==> config.mk <==
export PLATFORM = sky130hd
export DESIGN_NAME = alu_arbiter
export DESIGN_NICKNAME = d
export VERILOG_FILES = /design/src/rtl/alu_arbiter.sv
export SDC_FILE = /design/constraint.sdc
export NUM_CORES = 1
export LEC_CHECK = 0
export BUFFER_PORTS_ARGS = -buffer_cell sky130_fd_sc_hd__clkbuf_2
export CAP_MARGIN = 20
export CORE_ASPECT_RATIO = 2
export CORE_MARGIN = 10
export CORE_UTILIZATION = 47
export DETAILED_ROUTE_END_ITERATION = 10
export PLACE_DENSITY = 0.83
export SLEW_MARGIN = 15
export SYNTH_ARGS = -nofsm -noshare
export SYNTH_HDL_FRONTEND = slang
export SYNTH_SLANG_ARGS = --single-unit
==> constraint.sdc <==
create_clock -name clk -period 2 [get_ports clk]
set_clock_uncertainty 0.1 [all_clocks]
set_input_delay 0.1 -clock clk [delete_from_list [all_inputs] [get_ports clk]]
set_output_delay 0.1 -clock clk [all_outputs]
set_load 0.05 [all_outputs]
==> src/rtl/alu_arbiter.sv <==
// Round-robin arbiter sharing one ALU593 between two clients.
// Single registered FSM: IDLE -> BUSY (ALU handshake, watchdog) -> RESP (done pulse).
module alu_arbiter #(
    parameter int TIMEOUT_CYCLES = 64
) (
    input  logic        clk,
    input  logic        reset_n,
    input  logic        c0_req,
    input  logic [7:0]  c0_a,
    input  logic [7:0]  c0_b,
    input  logic [3:0]  c0_op,
    output logic        c0_grant,
    output logic        c0_done,
    output logic [15:0] c0_result,
    output logic        c0_error,
    input  logic        c1_req,
    input  logic [7:0]  c1_a,
    input  logic [7:0]  c1_b,
    input  logic [3:0]  c1_op,
    output logic        c1_grant,
    output logic        c1_done,
    output logic [15:0] c1_result,
    output logic        c1_error,
    output logic        alu_start,
    output logic [7:0]  alu_a,
    output logic [7:0]  alu_b,
    output logic [3:0]  alu_op,
    input  logic        alu_done,
    input  logic [15:0] alu_result,
    output logic        busy
);

    typedef enum logic [1:0] {S_IDLE, S_BUSY, S_RESP} state_t;

    localparam logic [7:0] TMAX = 8'(TIMEOUT_CYCLES - 1);

    state_t            r_state;
    logic              r_rr;
    logic              r_owner;
    logic [7:0]        r_cnt;
    logic [1:0]        r_grant;
    logic [1:0]        r_done;
    logic [1:0]        r_error;
    logic [1:0][15:0]  r_result;
    logic              r_start;
    logic [7:0]        r_a;
    logic [7:0]        r_b;
    logic [3:0]        r_op;
    logic              r_busy;

    // Lone requester wins outright; a tie goes to the round-robin pointer.
    logic w_win;
    assign w_win = (c0_req && c1_req) ? r_rr : c1_req;

    always_ff @(posedge clk) begin
        if (!reset_n) begin
            r_state  <= S_IDLE;
            r_rr     <= 1'b0;
            r_owner  <= 1'b0;
            r_cnt    <= 8'd0;
            r_grant  <= 2'b00;
            r_done   <= 2'b00;
            r_error  <= 2'b00;
            r_result <= '0;
            r_start  <= 1'b0;
            r_a      <= 8'd0;
            r_b      <= 8'd0;
            r_op     <= 4'd0;
            r_busy   <= 1'b0;
        end else begin
            r_grant <= 2'b00;
            r_done  <= 2'b00;
            case (r_state)
                S_IDLE: begin
                    if (c0_req || c1_req) begin
                        r_owner        <= w_win;
                        r_a            <= w_win ? c1_a  : c0_a;
                        r_b            <= w_win ? c1_b  : c0_b;
                        r_op           <= w_win ? c1_op : c0_op;
                        r_grant[w_win] <= 1'b1;
                        r_start        <= 1'b1;
                        r_busy         <= 1'b1;
                        r_cnt          <= 8'd0;
                        r_state        <= S_BUSY;
                    end
                end
                S_BUSY: begin
                    // A completion on the watchdog edge still counts as normal.
                    if (alu_done) begin
                        r_result[r_owner] <= alu_result;
                        r_error[r_owner]  <= 1'b0;
                        r_done[r_owner]   <= 1'b1;
                        r_start           <= 1'b0;
                        r_state           <= S_RESP;
                    end else if (r_cnt == TMAX) begin
                        r_result[r_owner] <= 16'd0;
                        r_error[r_owner]  <= 1'b1;
                        r_done[r_owner]   <= 1'b1;
                        r_start           <= 1'b0;
                        r_state           <= S_RESP;
                    end else begin
                        r_cnt <= r_cnt + 8'd1;
                    end
                end
                S_RESP: begin
                    r_rr    <= ~r_owner;
                    r_busy  <= 1'b0;
                    r_state <= S_IDLE;
                end
                default: r_state <= S_IDLE;
            endcase
        end
    end

    assign c0_grant  = r_grant[0];
    assign c1_grant  = r_grant[1];
    assign c0_done   = r_done[0];
    assign c1_done   = r_done[1];
    assign c0_result = r_result[0];
    assign c1_result = r_result[1];
    assign c0_error  = r_error[0];
    assign c1_error  = r_error[1];
    assign alu_start = r_start;
    assign alu_a     = r_a;
    assign alu_b     = r_b;
    assign alu_op    = r_op;
    assign busy      = r_busy;

endmodule

==> results of run 1 <==
## worst min-delay path by stage
| stage | to | slack [ns] | cells past startpoint |
|---|---|---|---|
| 2_1_floorplan | register | 0.1 | 1 |
| 3_3_place_gp | c0_result[6] | 0.26 | 2 |
| 3_5_place_dp | c1_result[1] | 0.26 | 2 |
| 4_1_cts | alu_op[2] | 0.004 | 3 |
| 5_1_grt | alu_a[5] | 0.02 | 3 |
| 6_report | alu_op[2] | 0.006 | 3 |
## flip-flops by register name (all words and copies together), names as in the netlist, named ones only
| name | flops |
|---|---|
| r_rr | 1 |
| r_state | 2 |
| c1_result | 16 |
| c0_result | 16 |
| busy | 1 |
| alu_b | 8 |
| r_done | 2 |
| r_owner | 1 |
| r_grant | 2 |
| alu_a | 8 |
| r_cnt | 8 |
| alu_start | 1 |
| alu_op | 4 |
## placed cells by master (no fill, tap or decap), drive strengths merged, types with 4 or more instances in the layout
| cell type | n |
|---|---|
| clkbuf | 131 |
| dfxtp | 72 |
| a32o | 32 |
| dlygate4sd3 | 29 |
| nor2 | 26 |
| a211oi | 22 |
| mux2i | 20 |
| a21oi | 15 |
| nand3 | 10 |
| buf | 10 |
| inv | 4 |
| or3 | 4 |
| nand4 | 4 |
| nor3 | 4 |
## cell families after synthesis
family,synth area share
DFF,0.5206
buffers and inverters,0.04202
AOI/OAI and AO/OA,0.2499
and+or+nand+nor,0.1107
adders and majority gates,0.004518
muxes,0.07230
## critical path, cell delays in order, from the launching register on
cell	delay (ns)
dfxtp_1	0.32
o21ai_2	0.16
buf_8	0.24
mux2i_1	0.10
dlygate4sd3_1	0.57
a211oi_1	0.31
## metal layers
metal | vias to the layer above | GRT usage | part of all wire
met5 | - | 0 | 0
met4 | 0 | 0.08442 | 0.015
met3 | 12 | 0.07159 | 0.11
met2 | 129 | 0.3110 | 0.51
met1 | 1241 | 0.1843 | 0.37
li1 | 1315 | - | -
## cell type report
| type | count | area (sq um) |
|---|---|---|
| Sequential cell | 72 | 1441 |
| Inverter | 4 | 15.01 |
| Timing Repair Buffer | 159 | 980.9 |
| Clock inverter | 5 | 80.08 |
| Multi-Input combinational cell | 165 | 1225 |
| Tap cell | 61 | 76.32 |
| Clock buffer | 11 | 242.7 |
| Fill cell | 422 | 1648 |
## per-stage QoR
step	hold slack (ns)	std cells	cell area (sq um)
finish	0.006120	477	4061
global route	0.02138	477	4061
CTS	0.003506	476	4030
detailed placement	0.2611	431	3417
global placement	0.2565	431	3417
floorplan	0.09663	263	2769
## power by group through the flow
stage	Combinational [mW]	Sequential (mW)	Clock [mW]
6_report	0.745	1.56	1.68
3_3_place_gp	0.672	1.59	0
3_5_place_dp	0.685	1.59	0
4_1_cts	0.735	1.56	1.71
2_1_floorplan	0.226	1.85	0
5_1_grt	0.802	1.57	1.77
## timing repair
| action | 4_1_cts | 5_1_grt |
|---|---|---|
| hold buffers | 29 | 0 |
| setup endpoints to repair | 0 | 18 |
| hold endpoints to repair | 42 | 0 |
| resized for setup | 0 | 4 |
==> run summary, run 1 <==
post-synth top area share - 0.5206
clk slew on worst S/H paths - 0.06 ns
die width - 74.28 um
Congestion Overflow GR - 0
WP data required - 2.11 ns
Util after Layout - 0.7114
Reg power frac - 0.392
Setup TNS Final - 0 ns
Fmax - 523.9 MHz
HP Class - input pin to register
setup violators final - 0
crit-path max FO - 23
Critical Path Start - r_rr
Seq cells post-synth - 72
Combinational Power Share - 0.186
period utilization - 0.9545
Placement Setup Slack - 0.07280 ns
crit end category - register
end of the worst register-to-register path - alu_a[2]
crit path kind - register to register
nets - 473
most common library cells after synthesis - dfxtp_1 (72), a32o_1 (32), nor2_1 (25), a211oi_1 (22), mux2i_1 (20)
final hold vios - 0
Vias per Instance - 5.654
Setup crit end - alu_a[2]
fraction of layout cells with a size suffix above 1 - 0.3702
Post-Synthesis Cells - 263
register area share after synthesis - 0.5206
Routed Wire Length - 8.585 mm
Internal Power - 2.877 mW
pwr dens - 983.1 nW/um^2
worst r2r path cells - 5
ANT nets after route - 0
Max H-tree Level - 3
cell taking the most area after synthesis - dfxtp_1
mapped cell area - 2769 sq um
TritonCTS clock tree - done
first-pass GRT wire length - 13.96 mm
vias in the first global route - 2893
headroom to the max-slew limit - 0.6798
Setup WS post-layout - 0.09108 ns
CTS buffer count - 9
Mean Syn Cell Area - 10.53 sq um
leakage - 1.862 nW
Max VDD drop - 0.9724 mV
Pwr Total - 3.993 mW
initial antenna violation count - 0
ys async rst share - 0
Die Ht - 128.5 um
Post-CTS Setup Repair Bufs - 0
DRT iter0 DRCs - 147
All-Layer GR Usage - 0.1812
Slew @ Worst Pin - 0.4792 ns
Core Box Area - 5709 sq um
IO Port Bufs - 120
Syn Nets - 325
most numerous cell in the Yosys netlist - dfxtp_1
worst-skew pair later-pin latency - 0.32 ns
Post-synth EDFFs - 0
# diodes - 0
Post-synth top flop - dfxtp_1
DR vias - 2697
type of origin of the critical path - register
Hold Path Origin - c1_op[2]
maximum number of pins on one net before global-route repair - 43
Switching Power - 1.115 mW
DRT Pass-1 Iters - 4
unrepaired setup endpoints after global routing - no
fin crit period - 1.909 ns
post-synth cell types - 37
Routability Congestion - 0.8850
I/O Pins - 121
RR Startpoint - r_rr
final count of pins violating max slew - 0
Clk pwr share - 0.422
CTS Sinks - 72
status - finished, final reports clean
reg-to-reg slack, setup - 0.09 ns
CTS max path bufs - 2
max_cap viols - 0
Layout area overhead - 46.68%
most area-consuming cells after synthesis - dfxtp_1 (52%), a32o_1 (12%), mux2i_1 (7.2%)
Net Sw Frac - 0.2793
initial core utilization - 0.4850
die area - 9548 sq um
clk root buf - clkbuf_16
routed wire length per instance - 18.00 um
Remaining DRCs - 0
Ys Warns - 0
FP Rows - 39
DP Wirelength - 5.965 mm
Crit path arrival time - 2.02 ns
Power figures use the tool's default switching activity.
==> run 2: changes to the inputs <==
- CORE_MARGIN: 10 -> 8
- SETUP_SLACK_MARGIN: unset -> 0.15
==> run 2 against run 1 <==
- clock power down 7%
- first-iteration DRC count increased by 27%
- critical path depth up 1
- combinational power grew 2%
- sequential power is essentially flat
- power fell by 2.4%
- sequential share of layout area shrank 0.58 points
- via count rose by 2.5%
- routed wire length down 1.4%
- die area fell by 8.3%
- count of clock-buffer cells in the layout shrank 1
==> run summary, run 2 (synthesis gave the netlist of run 1 again) <==
DRT Pass-1 Iters - 4
unrepaired setup endpoints after global routing - yes
most common cell after layout, fill and taps aside - clkbuf_2
HP Class - input pin to register
Crit path arrival time - 1.95 ns
status - finished, final reports clean
Setup WS post-layout - 0.2008 ns
Routability Congestion - 0.8433
critical path cell sequence - ha_2, and3_4, a211o_4, buf_6, o31a_1, a21oi_1
IO Port Bufs - 120
FP Rows - 39
All-Layer GR Usage - 0.1880
initial antenna violation count - 0
commonest non-fill, non-tap cells in the layout - clkbuf_2 (120), dfxtp_1 (70), a32o_1 (32)
Core Box Area - 5709 sq um
Switching Power - 1.158 mW
fin crit period - 1.799 ns
FILL cells - 379
pwr dens - 940.7 nW/um^2
post-route cell area - 4143 sq um
Max VDD drop - 1.183 mV
first-pass GRT wire length - 13.77 mm
Fmax - 555.8 MHz
setup violators final - 0
Internal Power - 2.740 mW
Net Sw Frac - 0.2970
worst-skew pair later-pin latency - 0.33 ns
routed wire length per instance - 17.49 um
headroom to the max-slew limit - 0.6870
WP data required - 2.15 ns
Util after Layout - 0.7256
Crit path max-delay family - compound AO/OA/AOI/OAI gates
period utilization - 0.8996
Slew @ Worst Pin - 0.4685 ns
# diodes - 0
leakage - 1.896 nW
ANT nets after route - 0
Pwr Total - 3.897 mW
Post-DP Area - 3455 sq um
die area - 8752 sq um
max_cap viols - 0
Layout area overhead - 49.62%
Routed Wire Length - 8.467 mm
Placement Setup Slack - 0.04319 ns
Setup TNS Final - 0 ns
CTS Sinks - 72
slowest CP cell - a211o_4
TritonCTS clock tree - done
nets - 480
Placed Cells - 436
final std cells w/o fill - 484
clk root buf - clkbuf_16
Combinational Power Share - 0.195
maximum number of pins on one net before global-route repair - 43
clk slew on worst S/H paths - 0.05 ns
largest stage delay on the critical path - 0.36 ns
crit path kind - register to register
CTS max path bufs - 2
CTS buffer count - 9
final hold vios - 0
Max H-tree Level - 3
final count of pins violating max slew - 0
DP Wirelength - 5.598 mm
WP buf/inv - 1
Min Hold Slack - 0.002624 ns
Clk pwr share - 0.403
crit-path max FO - 7
Reg power frac - 0.402
fraction of layout cells with a size suffix above 1 - 0.3853
type of origin of the critical path - register
Remaining DRCs - 0
die width - 70.28 um
DRT iter0 DRCs - 186
DR vias - 2765
Vias per Instance - 5.713
crit end category - register
Congestion Overflow GR - 0
vias in the first global route - 2923
initial core utilization - 0.4850
Die Ht - 124.5 um
I/O Pins - 121
run 2: cell count changes in the layout (fill, tap and decap cells not counted), sizes merged:
cell / before / now
buf: 10 / 15
clkinv: 1 / 5
clkinvlp: 2 / 0
dlygate4sd3: 29 / 31
bufinv: 2 / 1
clkbuf: 131 / 130
run 2: area by class of cell:
type,count,area [sq um],area share
inverter,4,15.01,0.003624
clock buffer,10,229.0,0.05527
multi-input combinational,165,1247,0.3011
sequential,72,1446,0.3491
clock inverter,6,70.07,0.01691
timing repair buffer,166,1059,0.2555
tap,61,76.32,0.01842
run 2: final timing paths:
check | slack, ns | depth (start not counted) | to | start
hold reg to reg | 0.37 | 1 | c1_result[13] | c1_result[13]
hold / removal | 0.003 | 3 | alu_b[5] | c1_b[5]
setup / recovery | 0.20 | 6 | r_cnt[3] | r_cnt[0]
setup reg to reg | 0.20 | 6 | r_cnt[3] | r_cnt[0]
run 2: power by group through the flow:
stage / combinational, mW / clock [mW] / sequential, mW
floorplan: 0.226 / 0 / 1.85
global placement: 0.676 / 0 / 1.59
detailed placement: 0.686 / 0 / 1.59
CTS: 0.747 / 1.59 / 1.56
global route: 0.809 / 1.65 / 1.57
finish: 0.761 / 1.57 / 1.57
run 2: worst min-delay path, stage by stage:
cell and delay [ns]:
clkbuf_2 0.08, mux2i_1 0.12, a211oi_1 0.08
run 2: metal layers:
layer	track usage	wire (um)	vias to the layer above
li1	-	-	1330
met1	0.1867	3227	1292
met2	0.3398	4434	132
met3	0.06938	693	11
met4	0.06786	112	0
met5	0	0	-
run 2: what timing repair did:
item                       CTS  global route
hold buffers                31             0
setup endpoints to repair   20            24
pin swaps                    1             5
setup buffers                0             0
resized for setup            6            10
hold endpoints to repair    44             0
==> run 3: changes to the inputs <==
- SETUP_SLACK_MARGIN: 0.15 -> 0.3
==> run 3 against run 2 <==
- core utilization rose by 0.44 points
- hold slack gained 0.0018 ns
- via count is 2.4% higher
- maximum frequency rose by 5.5%
- flip-flop and latch count did not move
- sequential power about the same
- global-route usage grew 0.49 points
- critical path depth down 1
- register-to-register slack improved by 0.09 ns
- largest cell class unchanged
- power up 0.61%
==> run summary, run 3 (synthesis gave the netlist of run 1 again) <==
most common cell after layout, fill and taps aside - clkbuf_2
DP Wirelength - 5.648 mm
Setup crit end - r_cnt[6]
commonest non-fill, non-tap cells in the layout - clkbuf_2 (120), dfxtp_1 (69), dlygate4sd3_1 (33)
Routability Congestion - 0.8354
FP Rows - 39
CP Depth - 5
die area - 8752 sq um
initial antenna violation count - 0
Core Box Area - 5709 sq um
clk slew on worst S/H paths - 0.05 ns
HP Class - input pin to register
crit end category - register
WP data required - 2.15 ns
fin crit period - 1.706 ns
ANT nets after route - 0
IO Port Bufs - 120
crit-path max FO - 8
Layout area overhead - 50.52%
Internal Power - 2.804 mW
DRT Pass-1 Iters - 4
critical path cell sequence - ha_4, and3_4, a211o_4, o41a_1, a21oi_2
first-pass GRT wire length - 14.22 mm
All-Layer GR Usage - 0.1930
fraction of layout cells with a size suffix above 1 - 0.3844
clk root buf - clkbuf_16
headroom to the max-slew limit - 0.6772
post-route cell area - 4168 sq um
type of origin of the critical path - register
# diodes - 0
setup violators final - 0
die width - 70.28 um
unrepaired setup endpoints after global routing - yes
max_cap viols - 0
nets - 481
Die Ht - 124.5 um
reg-to-reg slack, setup - 0.29 ns
end of the worst register-to-register path - r_cnt[6]
Routed Wire Length - 8.576 mm
DRT iter0 DRCs - 136
CTS buffer count - 9
worst r2r path cells - 5
largest stage delay on the critical path - 0.36 ns
Util after Layout - 0.7300
slowest CP cell - a211o_4
vias in the first global route - 2908
CTS max path bufs - 2
leakage - 1.894 nW
period utilization - 0.8528
Remaining DRCs - 0
Vias per Instance - 5.837
status - finished, final reports clean
Congestion Overflow GR - 0
Setup TNS Final - 0 ns
Crit path max-delay family - compound AO/OA/AOI/OAI gates
Critical Path Start - r_cnt[0]
Net Sw Frac - 0.2849
Slew @ Worst Pin - 0.4843 ns
maximum number of pins on one net before global-route repair - 43
I/O Pins - 121
RR Startpoint - r_cnt[0]
pwr dens - 940.7 nW/um^2
worst-skew pair later-pin latency - 0.32 ns
routed wire length per instance - 17.68 um
TritonCTS clock tree - done
Post-DP Area - 3417 sq um
final count of pins violating max slew - 0
Combinational Power Share - 0.195
final hold vios - 0
WP buf/inv - 0
Crit path arrival time - 1.86 ns
Clk pwr share - 0.406
Max VDD drop - 0.7994 mV
crit path kind - register to register
Switching Power - 1.117 mW
CTS Sinks - 72
DR vias - 2831
Max H-tree Level - 3
initial core utilization - 0.4850
Fmax - 586.3 MHz
Reg power frac - 0.399
==> run 3: changes by cell type in the layout (fill, tap and decap cells not counted), sizes merged <==
| cell | change |
|---|---|
| clkbuf | +4 |
| clkinv | -5 |
| clkinvlp | +1 |
| buf | -1 |
| dlygate4sd3 | +2 |
==> run 3: per-stage QoR <==
stage	hold slack, ns	power, mW	setup slack [ns]	instances
floorplan	0.09663	2.073	0.3160	263
global placement	0.2558	2.258	0.1000	430
detailed placement	0.2589	2.272	0.03520	430
CTS	0.001802	3.925	0.3101	482
global route	0.009315	4.054	0.2494	485
finish	0.004411	3.921	0.2944	485
==> run 3: layout make-up <==
type	instances	area, sq um
clock buffer	14	264.0
multi-input combinational	165	1255
sequential	72	1448
clock inverter	2	37.54
inverter	4	15.01
tap	61	76.32
fill	364	1541
timing repair buffer	167	1072
==> run 3: power by group through the flow <==
stage	sequential, mW	clock [mW]	combinational (mW)
final	1.57	1.59	0.764
after global routing	1.57	1.67	0.811
after CTS	1.56	1.61	0.750
after detailed placement	1.59	0	0.680
after global placement	1.59	0	0.667
after floorplan	1.85	0	0.226
==> run 3: worst register-to-register path, cell delays in order, from the launching register on <==
cell,delay [ns]
dfxtp_4,0.35
ha_4,0.15
and3_4,0.19
a211o_4,0.36
o41a_1,0.33
a21oi_2,0.14
==> run 3: repair_timing <==
action / CTS / global route
setup endpoints to repair: 39 / 4
hold endpoints to repair: 45 / 1
hold buffers: 32 / 1
cloned: 0 / 0
gates resized for setup: 7 / 3
pin swaps: 7 / 1
buffers inserted: 4 / 1
==> run 3: worst min-delay path by stage <==
stage	from	to	slack, ns	depth (start not counted)
final	c0_op[1]	alu_op[1]	0.004	3
after floorplan	alu_done	register	0.1	1
after global routing	c0_a[5]	alu_a[5]	0.009	3
after CTS	c0_op[1]	alu_op[1]	0.002	3
after detailed placement	alu_result[7]	c0_result[7]	0.26	2
after global placement	alu_result[11]	c0_result[11]	0.26	2
==> run 3: routing by layer <==
layer | routed length [um] | track usage | vias to the layer above
met5 | 0 | 0 | -
met4 | 237 | 0.08214 | 0
met3 | 786 | 0.07496 | 22
met2 | 4345 | 0.3360 | 144
met1 | 3207 | 0.1956 | 1335
li1 | - | - | 1330
